`config.mk`:
```
export PLATFORM = sky130hd
export DESIGN_NAME = pc_sel_reg_flat
export DESIGN_NICKNAME = d
export VERILOG_FILES = /design/src/rtl/pc_sel_reg_pkg.sv /design/src/rtl/pc_sel_reg_if.sv /design/src/rtl/pc_src_mux.sv /design/src/rtl/pc_sel_reg.sv /design/src/flat_wrapper.sv
export SDC_FILE = /design/constraint.sdc
export NUM_CORES = 1
export LEC_CHECK = 0
export BUFFER_PORTS_ARGS = -buffer_cell sky130_fd_sc_hd__buf_2
export CAP_MARGIN = 0
export CORE_MARGIN = 2
export CORE_UTILIZATION = 56
export CTS_CLUSTER_SIZE = 24
export DETAILED_ROUTE_END_ITERATION = 12
export GPL_ROUTABILITY_DRIVEN = 0
export PLACE_DENSITY_LB_ADDON = 0.12
export SLEW_MARGIN = 20
export SYNTH_ARGS = -nofsm -noshare
export SYNTH_HDL_FRONTEND = slang
export SYNTH_SLANG_ARGS = --single-unit
```
`constraint.sdc`:
```
create_clock -name clk -period 3.3 [get_ports clk]
set_input_delay 0.495 -clock clk [delete_from_list [all_inputs] [get_ports clk]]
set_output_delay 0.495 -clock clk [all_outputs]
set_load 0.01 [all_outputs]
```
`src/rtl/pc_sel_reg_pkg.sv`:
```
// ----------------------------------------------------------------------------
// pc_pkg
//   Shared constants and types for the next-PC select/register block.
//   PC_INC     : sequential fetch increment (one 32-bit instruction).
//   pc_state_e : redirect-buffering FSM states (RUN / PEND).
// ----------------------------------------------------------------------------
package pc_pkg;

    localparam int unsigned PC_INC = 4;

    typedef enum logic {
        ST_RUN  = 1'b0,   // PC follows the live select every unstalled cycle
        ST_PEND = 1'b1    // a redirect arrived during a stall and is buffered
    } pc_state_e;

endpackage : pc_pkg

```
`src/rtl/pc_sel_reg_if.sv`:
```
// ----------------------------------------------------------------------------
// pc_sel_reg_if
//   Bundles the select/control inputs and the registered outputs of
//   pc_sel_reg.
//   master : drives src_tgt, pcsrc, stall, flush_clr; observes pc, pend,
//            misalign (the fetch/control side).
//   slave  : the PC register block itself.
//   src_tgt   : (NSRC-1)*XLEN flattened redirect targets, slice k-1 = source k
//   pcsrc     : source select, 0 = sequential
//   stall     : hold the PC this cycle
//   flush_clr : drop any buffered redirect
//   pc        : registered program counter
//   pend      : registered "redirect buffered" flag
//   misalign  : registered "last loaded PC not word aligned" flag
// ----------------------------------------------------------------------------
interface pc_sel_reg_if #(
    parameter int XLEN = 32,
    parameter int NSRC = 4
);
    localparam int SELW = $clog2(NSRC);

    logic [(NSRC-1)*XLEN-1:0] src_tgt;
    logic [SELW-1:0]          pcsrc;
    logic                     stall;
    logic                     flush_clr;
    logic [XLEN-1:0]          pc;
    logic                     pend;
    logic                     misalign;

    modport master (
        output src_tgt, pcsrc, stall, flush_clr,
        input  pc, pend, misalign
    );

    modport slave (
        input  src_tgt, pcsrc, stall, flush_clr,
        output pc, pend, misalign
    );

endinterface : pc_sel_reg_if

```
`src/rtl/pc_src_mux.sv`:
```
// ----------------------------------------------------------------------------
// pc_src_mux
//   Purely combinational next-PC source selector.
//   pc_i       : current PC (used for the sequential pc+PC_INC candidate)
//   src_tgt_i  : flattened redirect targets, slice k-1 belongs to source k
//   pcsrc_i    : source select; 0 or any value >= NSRC selects sequential
//   next_pc_o  : selected next PC
//   redirect_o : 1 when a real redirect source (1..NSRC-1) is selected
// ----------------------------------------------------------------------------
module pc_src_mux
    import pc_pkg::*;
#(
    parameter int XLEN = 32,
    parameter int NSRC = 4
) (
    input  logic [XLEN-1:0]          pc_i,
    input  logic [(NSRC-1)*XLEN-1:0] src_tgt_i,
    input  logic [$clog2(NSRC)-1:0]  pcsrc_i,
    output logic [XLEN-1:0]          next_pc_o,
    output logic                     redirect_o
);

    localparam int SELW = $clog2(NSRC);

    // Candidate table: entry 0 is sequential, entries 1..NSRC-1 are targets.
    logic [XLEN-1:0] cand [NSRC];

    // Carry out of the increment is dropped: PC wraps modulo 2^XLEN.
    assign cand[0] = pc_i + XLEN'(PC_INC);

    generate
        for (genvar gi = 1; gi < NSRC; gi++) begin : g_unpack
            assign cand[gi] = src_tgt_i[(gi-1)*XLEN +: XLEN];
        end
    endgenerate

    // Select values with no matching source (>= NSRC when NSRC is not a
    // power of two) fall through to the sequential default.
    always_comb begin
        next_pc_o  = cand[0];
        redirect_o = 1'b0;
        for (int k = 1; k < NSRC; k++) begin
            if (pcsrc_i == SELW'(k)) begin
                next_pc_o  = cand[k];
                redirect_o = 1'b1;
            end
        end
    end

endmodule : pc_src_mux

```
`src/rtl/pc_sel_reg.sv`:
```
// ----------------------------------------------------------------------------
// pc_sel_reg
//   Program-counter register with next-PC source selection and a one-entry
//   redirect buffer. A redirect that arrives while the PC is stalled is held
//   in a pending register and applied when the stall releases, unless it is
//   flushed or superseded by a newer redirect.
//   clk   : clock, all state updates on the rising edge
//   rst_n : asynchronous active-low reset
//   bus   : pc_sel_reg_if.slave (src_tgt, pcsrc, stall, flush_clr in;
//           pc, pend, misalign out -- all outputs come straight from flops)
// Parameters: XLEN (PC width), NSRC (sources, 2..16), RESET_PC.
// ----------------------------------------------------------------------------
module pc_sel_reg
    import pc_pkg::*;
#(
    parameter int              XLEN     = 32,
    parameter int              NSRC     = 4,
    parameter logic [XLEN-1:0] RESET_PC = '0
) (
    input  logic        clk,
    input  logic        rst_n,
    pc_sel_reg_if.slave bus
);

    pc_state_e       state_q, state_d;
    logic [XLEN-1:0] pc_q, pc_d;
    logic [XLEN-1:0] ptgt_q, ptgt_d;     // buffered redirect target
    logic            pend_q;
    logic            mis_q, mis_d;

    logic [XLEN-1:0] live_pc;            // next PC from the live select
    logic            redirect;           // live select is a real redirect

    pc_src_mux #(
        .XLEN (XLEN),
        .NSRC (NSRC)
    ) u_src_mux (
        .pc_i       (pc_q),
        .src_tgt_i  (bus.src_tgt),
        .pcsrc_i    (bus.pcsrc),
        .next_pc_o  (live_pc),
        .redirect_o (redirect)
    );

    // Next-state / datapath logic.
    always_comb begin
        state_d = state_q;
        pc_d    = pc_q;
        ptgt_d  = ptgt_q;

        case (state_q)
            ST_RUN: begin
                if (!bus.stall) begin
                    pc_d = live_pc;
                end else if (redirect) begin
                    ptgt_d  = live_pc;
                    state_d = ST_PEND;
                end
            end

            ST_PEND: begin
                if (!bus.stall) begin
                    // A live redirect beats the buffered one; a flush means
                    // the buffered target is simply ignored.
                    if (redirect || bus.flush_clr) begin
                        pc_d = live_pc;
                    end else begin
                        pc_d = ptgt_q;
                    end
                    state_d = ST_RUN;
                end else if (redirect) begin
                    // Newest redirect wins, even alongside a flush.
                    ptgt_d = live_pc;
                end else if (bus.flush_clr) begin
                    state_d = ST_RUN;
                end
            end

            default: begin
                state_d = ST_RUN;
            end
        endcase

        // The alignment flag tracks only values actually loaded into the PC.
        mis_d = bus.stall ? mis_q : (pc_d[1:0] != 2'b00);
    end

    always_ff @(posedge clk or negedge rst_n) begin
        if (!rst_n) begin
            state_q <= ST_RUN;
            pc_q    <= RESET_PC;
            ptgt_q  <= '0;
            pend_q  <= 1'b0;
            mis_q   <= 1'b0;
        end else begin
            state_q <= state_d;
            pc_q    <= pc_d;
            ptgt_q  <= ptgt_d;
            // Dedicated flop so the output is not a decode of the state.
            pend_q  <= (state_d == ST_PEND);
            mis_q   <= mis_d;
        end
    end

    assign bus.pc       = pc_q;
    assign bus.pend     = pend_q;
    assign bus.misalign = mis_q;

endmodule : pc_sel_reg

```
`src/flat_wrapper.sv`:
```
// flat-port wrapper written by rule: the top's interface ports become plain ports
module pc_sel_reg_flat import pc_pkg::*;
#(
    parameter int              XLEN     = 32,
    parameter int              NSRC     = 4,
    parameter logic [XLEN-1:0] RESET_PC = '0
)
  (clk, rst_n, bus_src_tgt, bus_pcsrc, bus_stall, bus_flush_clr, bus_pc, bus_pend, bus_misalign);
  pc_sel_reg_if #(.XLEN(XLEN), .NSRC(NSRC)) bus_i ();
  input  logic clk;
  input  logic rst_n;
  input wire logic [$bits(bus_i.src_tgt)-1:0] bus_src_tgt;
  input wire logic [$bits(bus_i.pcsrc)-1:0] bus_pcsrc;
  input wire logic [$bits(bus_i.stall)-1:0] bus_stall;
  input wire logic [$bits(bus_i.flush_clr)-1:0] bus_flush_clr;
  output wire logic [$bits(bus_i.pc)-1:0] bus_pc;
  output wire logic [$bits(bus_i.pend)-1:0] bus_pend;
  output wire logic [$bits(bus_i.misalign)-1:0] bus_misalign;
  assign bus_i.src_tgt = bus_src_tgt;
  assign bus_i.pcsrc = bus_pcsrc;
  assign bus_i.stall = bus_stall;
  assign bus_i.flush_clr = bus_flush_clr;
  assign bus_pc = bus_i.pc;
  assign bus_pend = bus_i.pend;
  assign bus_misalign = bus_i.misalign;
  pc_sel_reg #(.XLEN(XLEN), .NSRC(NSRC), .RESET_PC(RESET_PC)) u_core (.clk(clk), .rst_n(rst_n), .bus(bus_i));
endmodule
```
==> implementation parameters, run 1 <==
Parameter                              Value

Outcome
  Outcome ... finished, final reports clean

GRT
  Number of antenna violations at the first check in global routing ... 0
  Maximum number of pins on one net before global-route repair ... 67
  GRT Resource Usage Total ... between 30% and 40%
  First-pass GRT wire length ... 21200 um
  Number of global-route vias before repair ... 4272
  Grt ovf ... 0

Worst setup path
  Critical Path Max Stage Delay ... ~490 ps
  Critical Path AT ... ~2700 ps
  WP buf/inv ... 2
  Max FO, Critical Path ... 30
  Type of destination of the critical path ... register
  Flop-to-flop setup slack ... between 800 and 900 ps
  Cell type group with the largest total delay on the critical path ... buffers and inverters
  Required time reported for the critical path endpoint ... between 3000 and 4000 ps
  Kind of start point of the critical path ... input pin
  Highest-delay cell along the critical path ... sky130_fd_sc_hd__buf_2
  Critical path class ... in2reg
  Cells traversed along the worst timing path ... buf_2, buf_4, nand2b_1, o22ai_1, nor3b_1, mux2_2, nor2_1

Floorplan
  Die footprint ... between 8000 and 9000 sq um
  Horizontal extent of the die ... approximately 93 um
  Placement row count ... 32
  Core footprint ... roughly 7700 sq um
  Initial Util ... roughly 58%
  Die extent in y ... roughly 93 um
  Count of pins on the block boundary ... 136

Yosys
  Post-synthesis simple-gate area fraction ... between 20% and 30%
  Synthesis Warnings ... 0
  Number of enable flip-flop cells after synthesis ... 0
  Number of standard cells after synthesis ... slightly above 500
  Syn_area_per_cell ... 8.83 sq um
  Cell area after synthesis ... 4480 sq um
  Top FF cell, synth ... sky130_fd_sc_hd__dfrtp_1
  Multiplexer fraction of the synthesized cell area ... a little over an eighth
  Post-Synth Adder-Cell Area ... 0.558%
  Largest family of logic cells by synthesized area ... compound AO/OA/AOI/OAI gates
  Fraction of the mapped netlist area in compound gates ... about a fifth
  Xor/xnor share of the synthesized area ... under 10%
  Sequential fraction of the synthesis area ... between 30% and 40%
  Syn nets ... around 610
  Flop and latch count out of synthesis ... 66
  Library cells used by synthesis ... 64
  Ys async rst share ... 100%

CTS
  Clock tree sinks ... 66
  Post-CTS setup-driven buffer insertion count ... 0
  Clock transition at the registers of the reported paths ... around 70 ps
  Cts bufs inserted ... 9
  Worst-skew pair later-pin latency ... around 340 ps
  Clock root buffer ... sky130_fd_sc_hd__clkbuf_8
  Post-cts hold buffer count ... 0
  Bufs on Longest Clock Path ... 2
  CTS tree ... yes
  Cts repair resizes ... 0
  # H-tree levels ... 3

Power
  Peak supply drop ... approximately 0.23 mV
  Leak Pwr ... 2.49 nW
  Power consumption ... about 2.5 mW
  Power density cells ... around 450 nW/um^2

Routing
  Detailed-route vias per instance ... approximately 6.2
  Routed len/inst ... between 15 and 20 um
  DRC marker count from the first detailed-route iteration ... approximately 460
  Sum of routed wire length over all layers ... around 13000 um
  Number of search-and-repair iterations in the first detailed-routing pass ... 5
  Antenna-violating nets left ... 0
  DR vias ... roughly 4600
  Number of remaining DRC errors ... 0

Final layout
  Layout net count ... approximately 730
  Fraction of layout cells with a size suffix above 1 ... approximately a third
  Diodes inserted ... 0
  Most frequent cells in the layout ... 135 x sky130_fd_sc_hd__buf_2, 66 x sky130_fd_sc_hd__dfrtp_1, 61 x sky130_fd_sc_hd__nand2_1, 36 x sky130_fd_sc_hd__o21ai_0, 35 x sky130_fd_sc_hd__nor2_1
  Leading cell type in the layout, fill and taps excluded ... sky130_fd_sc_hd__buf_2
  Area growth from synthesis to layout ... 21.5%
  Final non-filler cell area ... ~5400 sq um
  Number of standard cells in the layout, taps in and fillers out ... 734

STA
  Pins over their slew limit ... 0
  Setup repair after global routing missed its margin ... false
  Least-Margin Pin Slew ... roughly 860 ps
  Largest clock skew in the final design ... 7.11 ps
  Part of the cycle the worst path needs ... 74.2%
  Endpoints failing setup ... 0
  Maximum clock rate ... slightly above 0.4 GHz
  Setup TNS ... 0 ps
  Post-layout min period ... 2450 ps
  Final number of hold-violating endpoints ... 0
  Slew margin rel. ... 42.6%

Hold path
  Hold WC Path Type ... in2async

Placed design
  Cell total after placement ... slightly above 700
  HPWL after detailed placement ... 9310 um
  Area of placed instances ... about 5200 sq um
  Number of port buffers ... ~140

Flow run
  Number of max-capacitance violations reported ... 0
cells by family after synthesis:
kind of cell             count (synthesis)
XOR/XNOR                                14
multiplexers                            48
flip-flops                              66
AND/OR/NAND/NOR                        181
AO/OA/AOI/OAI                          139
adder cells (fa/ha/maj)                  2
buffers and inverters                   58
per-stage QoR:
step | worst slack [ps] | hold WS [ps] | utilization (%)
5_1_grt | 696 | 420 | 70.5
6_report | 851 | 338 | 70.5
3_5_place_dp | 544 | 475 | 67.7
2_1_floorplan | 1190 | 199 | -
3_3_place_gp | 637 | 457 | 67.7
4_1_cts | 900 | 387 | 70.5
synthesized netlist by cell type (all sizes together), types with 4 or more instances:
cell / number / area [sq um]
nand2: 61 / 229
a22oi: 4 / 30.0
nor4: 11 / 68.8
o22ai: 11 / 68.8
mux4: 6 / 135
nand4: 7 / 58.8
or3: 4 / 25.0
nor3: 13 / 65.1
a211oi: 7 / 52.6
nand3: 13 / 65.1
xnor2: 9 / 78.8
nand2b: 5 / 31.3
o31ai: 4 / 30.0
a31oi: 8 / 50.1
mux2i: 17 / 170
a221oi: 4 / 35.0
clkbuf: 26 / 97.6
xor2: 5 / 43.8
mux2: 25 / 282
dfrtp: 66 / 1650
inv: 19 / 71.3
nor2: 35 / 131
a21oi: 22 / 110
o21ai: 36 / 180
and4: 6 / 52.6
nor3b: 7 / 52.6
buf: 13 / 57.6
sequential cells by signal, indices dropped and copies added (netlist names):
register / count
u_core.bus.misalign: 1
u_core.ptgt_q: 32
u_core.state_q: 1
u_core.bus.pc: 32
layer usage:
layer / up-vias / global-route usage [%] / routed length (um)
met5: - / 0 / 0
li1: 2123 / - / -
met2: 236 / 51.3 / 6420
met3: 27 / 4.11 / 1040
met4: 0 / 9.56 / 243
met1: 2196 / 43.1 / 5760
report_power, final:
group,switching [mW],internal [mW],total (mW)
Clock,0.310,0.464,0.774
Combinational,0.329,0.289,0.618
Sequential,0.132,0.932,1.06
cell type report:
type,count,area (sq um)
sequential,66,1650
inverter,19,71.3
clock inverter,2,60.1
tap,102,128
clock buffer,13,159
fill,647,2280
multi-input combinational,384,2610
timing repair buffer,148,773
final timing paths:
path	startpoint	to	depth (start not counted)
worst max register to register	u_core.bus.pc[13]$_DFFE_PN0P_	u_core.bus.pc[25]$_DFFE_PN0P_	5
worst min-delay path	rst_n	u_core.bus.pc[0]$_DFF_PN0_	2
min in group clk	bus_src_tgt[25]	u_core.ptgt_q[25]$_DFFE_PN0P_	3
worst min register to register	u_core.ptgt_q[11]$_DFFE_PN0P_	u_core.ptgt_q[11]$_DFFE_PN0P_	2
max in group asynchronous	rst_n	u_core.bus.pc[4]$_DFFE_PN0P_	2
worst max-delay path	bus_pcsrc[0]	u_core.bus.pc[21]$_DFFE_PN0P_	7
Note: power is estimated with default switching activity, not from simulation.
==> inputs of run 2 (changes only) <==
--- a/config.mk
+++ b/config.mk
@@ -8,7 +8,7 @@
 export BUFFER_PORTS_ARGS = -buffer_cell sky130_fd_sc_hd__buf_2
 export CAP_MARGIN = 0
 export CORE_MARGIN = 2
-export CORE_UTILIZATION = 56
+export CORE_UTILIZATION = 47
 export CTS_CLUSTER_SIZE = 24
 export DETAILED_ROUTE_END_ITERATION = 12
 export GPL_ROUTABILITY_DRIVEN = 0
==> constraint.sdc (replaced) <==
create_clock -name clk -period 2.2 [get_ports clk]
set_input_delay 0.33 -clock clk [delete_from_list [all_inputs] [get_ports clk]]
set_output_delay 0.33 -clock clk [all_outputs]
set_load 0.01 [all_outputs]
==> implementation parameters, run 2 (synthesis results as in run 1) <==
Parameter                              Value

Floorplan
  Horizontal extent of the die ... ~100 um
  Die extent in y ... 102 um
  Placement row count ... 35
  Count of pins on the block boundary ... around 140
  Initial Util ... about half
  Core footprint ... 9240 sq um
  Die footprint ... a little over 10000 sq um

GRT
  Number of global-route vias before repair ... 4514
  Grt ovf ... 0
  First-pass GRT wire length ... 22300 um
  GRT Resource Usage Total ... 27.9%
  Number of antenna violations at the first check in global routing ... 0
  Maximum number of pins on one net before global-route repair ... slightly below 70

CTS
  Post-CTS setup-driven buffer insertion count ... 0
  Clock root buffer ... sky130_fd_sc_hd__clkbuf_8
  Cts bufs inserted ... 9
  # H-tree levels ... 3
  Clock tree sinks ... between 60 and 70
  Clock transition at the registers of the reported paths ... 80 ps
  Bufs on Longest Clock Path ... 2
  CTS tree ... yes
  Worst-skew pair later-pin latency ... between 300 and 400 ps
  Cts repair resizes ... 0

STA
  Pins over their slew limit ... 0
  Maximum clock rate ... 0.482 GHz
  Final number of hold-violating endpoints ... 0
  Endpoints failing setup ... 0
  Post-layout min period ... between 2000 and 2500 ps
  Worst Slack Setup Final ... approximately 120 ps
  Setup repair after global routing missed its margin ... true
  Setup TNS ... 0 ps
  Slew margin rel. ... between 40% and 50%
  Largest clock skew in the final design ... between 9 and 10 ps
  Least-Margin Pin Slew ... about 800 ps
  Part of the cycle the worst path needs ... a little over nine tenths

Worst setup path
  Kind of start point of the critical path ... register
  Critical path class ... reg2reg
  Required time reported for the critical path endpoint ... around 2400 ps
  Type of destination of the critical path ... register
  Critical Path AT ... 2270 ps
  Max FO, Critical Path ... 8

Placed design
  Cell total after placement ... between 700 and 800
  Post-Place Worst Slack ... -1.53 ps
  Number of port buffers ... roughly 140
  HPWL after detailed placement ... between 10000 and 15000 um

Routing
  Number of search-and-repair iterations in the first detailed-routing pass ... 5
  Routed len/inst ... roughly 18 um
  Number of remaining DRC errors ... 0
  Sum of routed wire length over all layers ... about 14000 um
  Detailed-route vias per instance ... 5.88
  DRC marker count from the first detailed-route iteration ... a little under 300
  Antenna-violating nets left ... 0
  DR vias ... ~4700

Final layout
  Area growth from synthesis to layout ... 28.6%
  Number of standard cells in the layout, taps in and fillers out ... about 800
  Leading cell type in the layout, fill and taps excluded ... sky130_fd_sc_hd__buf_2
  Most frequent cells in the layout ... 135 x sky130_fd_sc_hd__buf_2, 66 x sky130_fd_sc_hd__dfrtp_1, 61 x sky130_fd_sc_hd__nand2_1, 43 x sky130_fd_sc_hd__buf_4, 36 x sky130_fd_sc_hd__o21ai_0
  Layout net count ... 766
  Number of inserted filler cells in the final layout ... about 840
  Fraction of layout cells with a size suffix above 1 ... a little over a third
  Diodes inserted ... 0

Power
  Peak supply drop ... about 0.46 mV
  Power consumption ... between 3 and 4 mW
  Power density cells ... about 650 nW/um^2
  Leak Pwr ... approximately 2.7 nW

Flow run
  Number of max-capacitance violations reported ... 0

Outcome
  Outcome ... finished, final reports clean

Hold path
  Hold WC Path Type ... in2reg
run 2: per-stage QoR:
step                      instance area (sq um)  hold WS, ps  utilization [%]
after floorplan                            4480         34.4                -
after global placement                     5550          381             60.1
after detailed placement                   5550          381             60.1
after CTS                                  5770          309             62.4
after global routing                       5770          339             62.4
final                                      5770          317             62.4
run 2: critical path, stage by stage (launching register included):
cell                      delay [ps]
sky130_fd_sc_hd__dfrtp_1         500
sky130_fd_sc_hd__ha_1            190
sky130_fd_sc_hd__nand3_1         280
sky130_fd_sc_hd__nor4_1          490
sky130_fd_sc_hd__a31oi_1         140
sky130_fd_sc_hd__o21ai_0         190
sky130_fd_sc_hd__a31oi_1         110
run 2: layout make-up:
class | count | area (sq um) | area share, %
clock buffers | 9 | 124 | 2.15
clock inverters | 6 | 82.6 | 1.43
inverters | 19 | 71.3 | 1.24
multi-input cells | 384 | 2610 | 45.2
flip-flops and latches | 66 | 1650 | 28.6
well taps | 129 | 161 | 2.80
repair buffers | 182 | 1070 | 18.5
run 2: timing repair:
item | 4_1_cts | 5_1_grt
endpoints found under the setup margin | 0 | 1
hold endpoints to repair | 1 | 0
hold buffers | 1 | 0
run 2: path summary, 6_finish.rpt:
check | from | endpoint | slack [ps] | cells past startpoint
hold / removal | bus_src_tgt[18] | u_core.ptgt_q[18]$_DFFE_PN0P_ | 320 | 3
max in group asynchronous | rst_n | u_core.ptgt_q[16]$_DFFE_PN0P_ | 1370 | 3
setup / recovery | u_core.bus.pc[2]$_DFFE_PN0P_ | u_core.bus.pc[24]$_DFFE_PN0P_ | 120 | 6
min in group asynchronous | rst_n | u_core.bus.misalign$_DFFE_PN0N_ | 530 | 3
hold reg to reg | u_core.ptgt_q[15]$_DFFE_PN0P_ | u_core.ptgt_q[15]$_DFFE_PN0P_ | 480 | 2
setup reg to reg | u_core.bus.pc[2]$_DFFE_PN0P_ | u_core.bus.pc[24]$_DFFE_PN0P_ | 120 | 6
run 2: metal layers:
metal	vias up	global-route usage (%)	wire, um
li1	2210	-	-
met4	0	8.42	272
met2	172	46.1	6880
met1	2269	37.2	6190
met3	20	5.45	840
met5	-	0	0
run 2: report_power, final:
part           total, mW  switching, mW  leakage [nW]  internal, mW
clock               1.13          0.503         0.105         0.626
combinational       1.04          0.543          1.76         0.498
sequential          1.57          0.173         0.790          1.40
total               3.74           1.22          2.66          2.52
==> inputs of run 3 (changes only) <==
--- a/config.mk
+++ b/config.mk
@@ -7,7 +7,7 @@
 export LEC_CHECK = 0
 export BUFFER_PORTS_ARGS = -buffer_cell sky130_fd_sc_hd__buf_2
 export CAP_MARGIN = 0
-export CORE_MARGIN = 2
+export CORE_ASPECT_RATIO = 1.75
 export CORE_UTILIZATION = 47
 export CTS_CLUSTER_SIZE = 24
 export DETAILED_ROUTE_END_ITERATION = 12
==> implementation parameters, run 3 (synthesis results as in run 1) <==
Parameter                              Value

Placed design
  HPWL after detailed placement ... 11100 um
  Number of port buffers ... approximately 140
  Area of placed instances ... between 5000 and 6000 sq um

Floorplan
  Horizontal extent of the die ... around 76 um
  Count of pins on the block boundary ... around 140
  Placement row count ... 46
  Initial Util ... 49.0%
  Die footprint ... about 10000 sq um
  Die extent in y ... ~130 um
  Core footprint ... 9150 sq um

Final layout
  Fraction of layout cells with a size suffix above 1 ... 35.5%
  Number of inserted filler cells in the final layout ... about 810
  Leading cell type in the layout, fill and taps excluded ... sky130_fd_sc_hd__buf_2
  Layout net count ... 766
  Diodes inserted ... 0
  Final non-filler cell area ... roughly 5800 sq um
  Most frequent cells in the layout ... 135 x sky130_fd_sc_hd__buf_2, 66 x sky130_fd_sc_hd__dfrtp_1, 61 x sky130_fd_sc_hd__nand2_1, 42 x sky130_fd_sc_hd__buf_4, 36 x sky130_fd_sc_hd__o21ai_0
  Footprint of the flip-flops and latches ... 1650 sq um
  Area growth from synthesis to layout ... 30.3%
  Area taken by multi-input logic gates ... approximately 2600 sq um

STA
  Pins over their slew limit ... 0
  Endpoints failing setup ... 0
  Largest clock skew in the final design ... approximately 7 ps
  Final number of hold-violating endpoints ... 0
  Setup TNS ... 0 ps
  Maximum clock rate ... 0.474 GHz
  Slew margin rel. ... 43.2%
  Post-layout min period ... between 2000 and 2500 ps
  Setup repair after global routing missed its margin ... false
  Part of the cycle the worst path needs ... 95.9%
  Least-Margin Pin Slew ... roughly 850 ps

GRT
  Grt ovf ... 0
  Maximum number of pins on one net before global-route repair ... 67
  Number of global-route vias before repair ... approximately 4700
  GRT Resource Usage Total ... about a third
  Number of antenna violations at the first check in global routing ... 0
  First-pass GRT wire length ... 23600 um

Outcome
  Outcome ... finished, final reports clean

Power
  Relative contribution of sequential cells to total power ... between 30 and 40%
  Power density cells ... about 680 nW/um^2
  Leak Pwr ... between 2 and 3 nW
  Switching portion of total power ... between 30% and 40%
  Fraction of power consumed by combinational cells ... between 20 and 30%
  Power consumption ... 3.97 mW
  Internal power of the cells ... roughly 2.7 mW
  Power spent charging and discharging nets ... 1.28 mW
  Peak supply drop ... ~0.46 mV
  Clock share of power ... roughly a third

Worst setup path
  Startpoint of the lowest-slack register-to-register path ... u_core.bus.pc[9]$_DFFE_PN0P_
  Critical path class ... reg2reg
  R2r worst-path depth ... 5
  Endpoint of the worst setup timing path ... u_core.bus.pc[25]$_DFFE_PN0P_
  Required time reported for the critical path endpoint ... around 2500 ps
  Kind of start point of the critical path ... register
  Type of destination of the critical path ... register
  Critical Path AT ... approximately 2400 ps
  Flop-to-flop setup slack ... between 90 and 100 ps
  Endpoint of the worst register-to-register path ... u_core.bus.pc[25]$_DFFE_PN0P_
  Max FO, Critical Path ... 6
  Startpoint of the worst setup timing path ... u_core.bus.pc[9]$_DFFE_PN0P_

CTS
  Cts repair resizes ... 0
  CTS tree ... yes
  Bufs on Longest Clock Path ... 2
  Cts bufs inserted ... 9
  Clock transition at the registers of the reported paths ... roughly 60 ps
  Worst-skew pair later-pin latency ... 340 ps
  # H-tree levels ... 3
  Post-CTS setup-driven buffer insertion count ... 0
  Clock root buffer ... sky130_fd_sc_hd__clkbuf_16
  Clock tree sinks ... 66
  Post-cts hold buffer count ... 0

Flow run
  Number of max-capacitance violations reported ... 0

Routing
  DR vias ... 4745
  Antenna-violating nets left ... 0
  Number of remaining DRC errors ... 0
  DRC marker count from the first detailed-route iteration ... between 200 and 300
  Sum of routed wire length over all layers ... 14900 um
  Detailed-route vias per instance ... 6.03
  Number of search-and-repair iterations in the first detailed-routing pass ... 6
  Routed len/inst ... between 15 and 20 um

Hold path
  Hold WC Path Type ... in2async
## run 3: cell count changes in the layout (fill, tap and decap cells not counted), sizes merged
cell	before	now
clkbuf	9	11
buf	181	182
dlygate4sd3	1	0
bufinv	2	0
clkinvlp	1	2
## run 3: worst max-delay path: stages, from the launching register on
cell and delay (ps):
sky130_fd_sc_hd__dfrtp_1 440, sky130_fd_sc_hd__nand4_4 110, sky130_fd_sc_hd__or2_1 340, sky130_fd_sc_hd__or4_4 570, sky130_fd_sc_hd__o311a_1 310, sky130_fd_sc_hd__o32ai_2 240
## run 3: area by class of cell
class                           count  share of cell area (%)
Inverter                           19                    1.22
Tap cell                          120                    2.57
Timing Repair Buffer              182                    18.7
Sequential cell                    66                    28.3
Clock buffer                       11                    4.15
Clock inverter                      5                   0.514
Multi-Input combinational cell    384                    44.6
## run 3: worst min-delay path by stage
stage                                                 end  slack, ps  cells past startpoint
after floorplan           u_core.bus.misalign$_DFFE_PN0N_         30                      0
after global placement      u_core.ptgt_q[22]$_DFFE_PN0P_        380                      2
after detailed placement    u_core.ptgt_q[27]$_DFFE_PN0P_        390                      2
after CTS                      u_core.bus.pc[0]$_DFF_PN0_         40                      2
after global routing        u_core.ptgt_q[27]$_DFFE_PN0P_         50                      2
final                       u_core.ptgt_q[27]$_DFFE_PN0P_        0.6                      2
## run 3: per-layer routing
metal | GRT usage, % | routed length (um)
met5 | 0 | 0
met4 | 14.2 | 483
met3 | 4.91 | 729
met2 | 54.7 | 8120
met1 | 36.3 | 5600
## run 3: power groups by stage
stage | Sequential [mW] | Combinational, mW | Clock (mW)
finish | 1.57 | 1.06 | 1.34
global route | 1.59 | 1.17 | 1.40
CTS | 1.57 | 1.06 | 1.34
detailed placement | 1.59 | 1.06 | 0
global placement | 1.58 | 1.03 | 0
floorplan | 1.60 | 0.548 | 0
## run 3: metrics by stage
step                hold WS, ps  cells  util [%]  worst slack [ps]
finish                    0.631    787      63.9              90.4
CTS                        38.7    787      63.9              97.4
floorplan                  34.4    508         -               129
global placement            385    771      60.9               115
detailed placement          386    771      60.9              62.1
global route               49.1    787      63.9              7.26
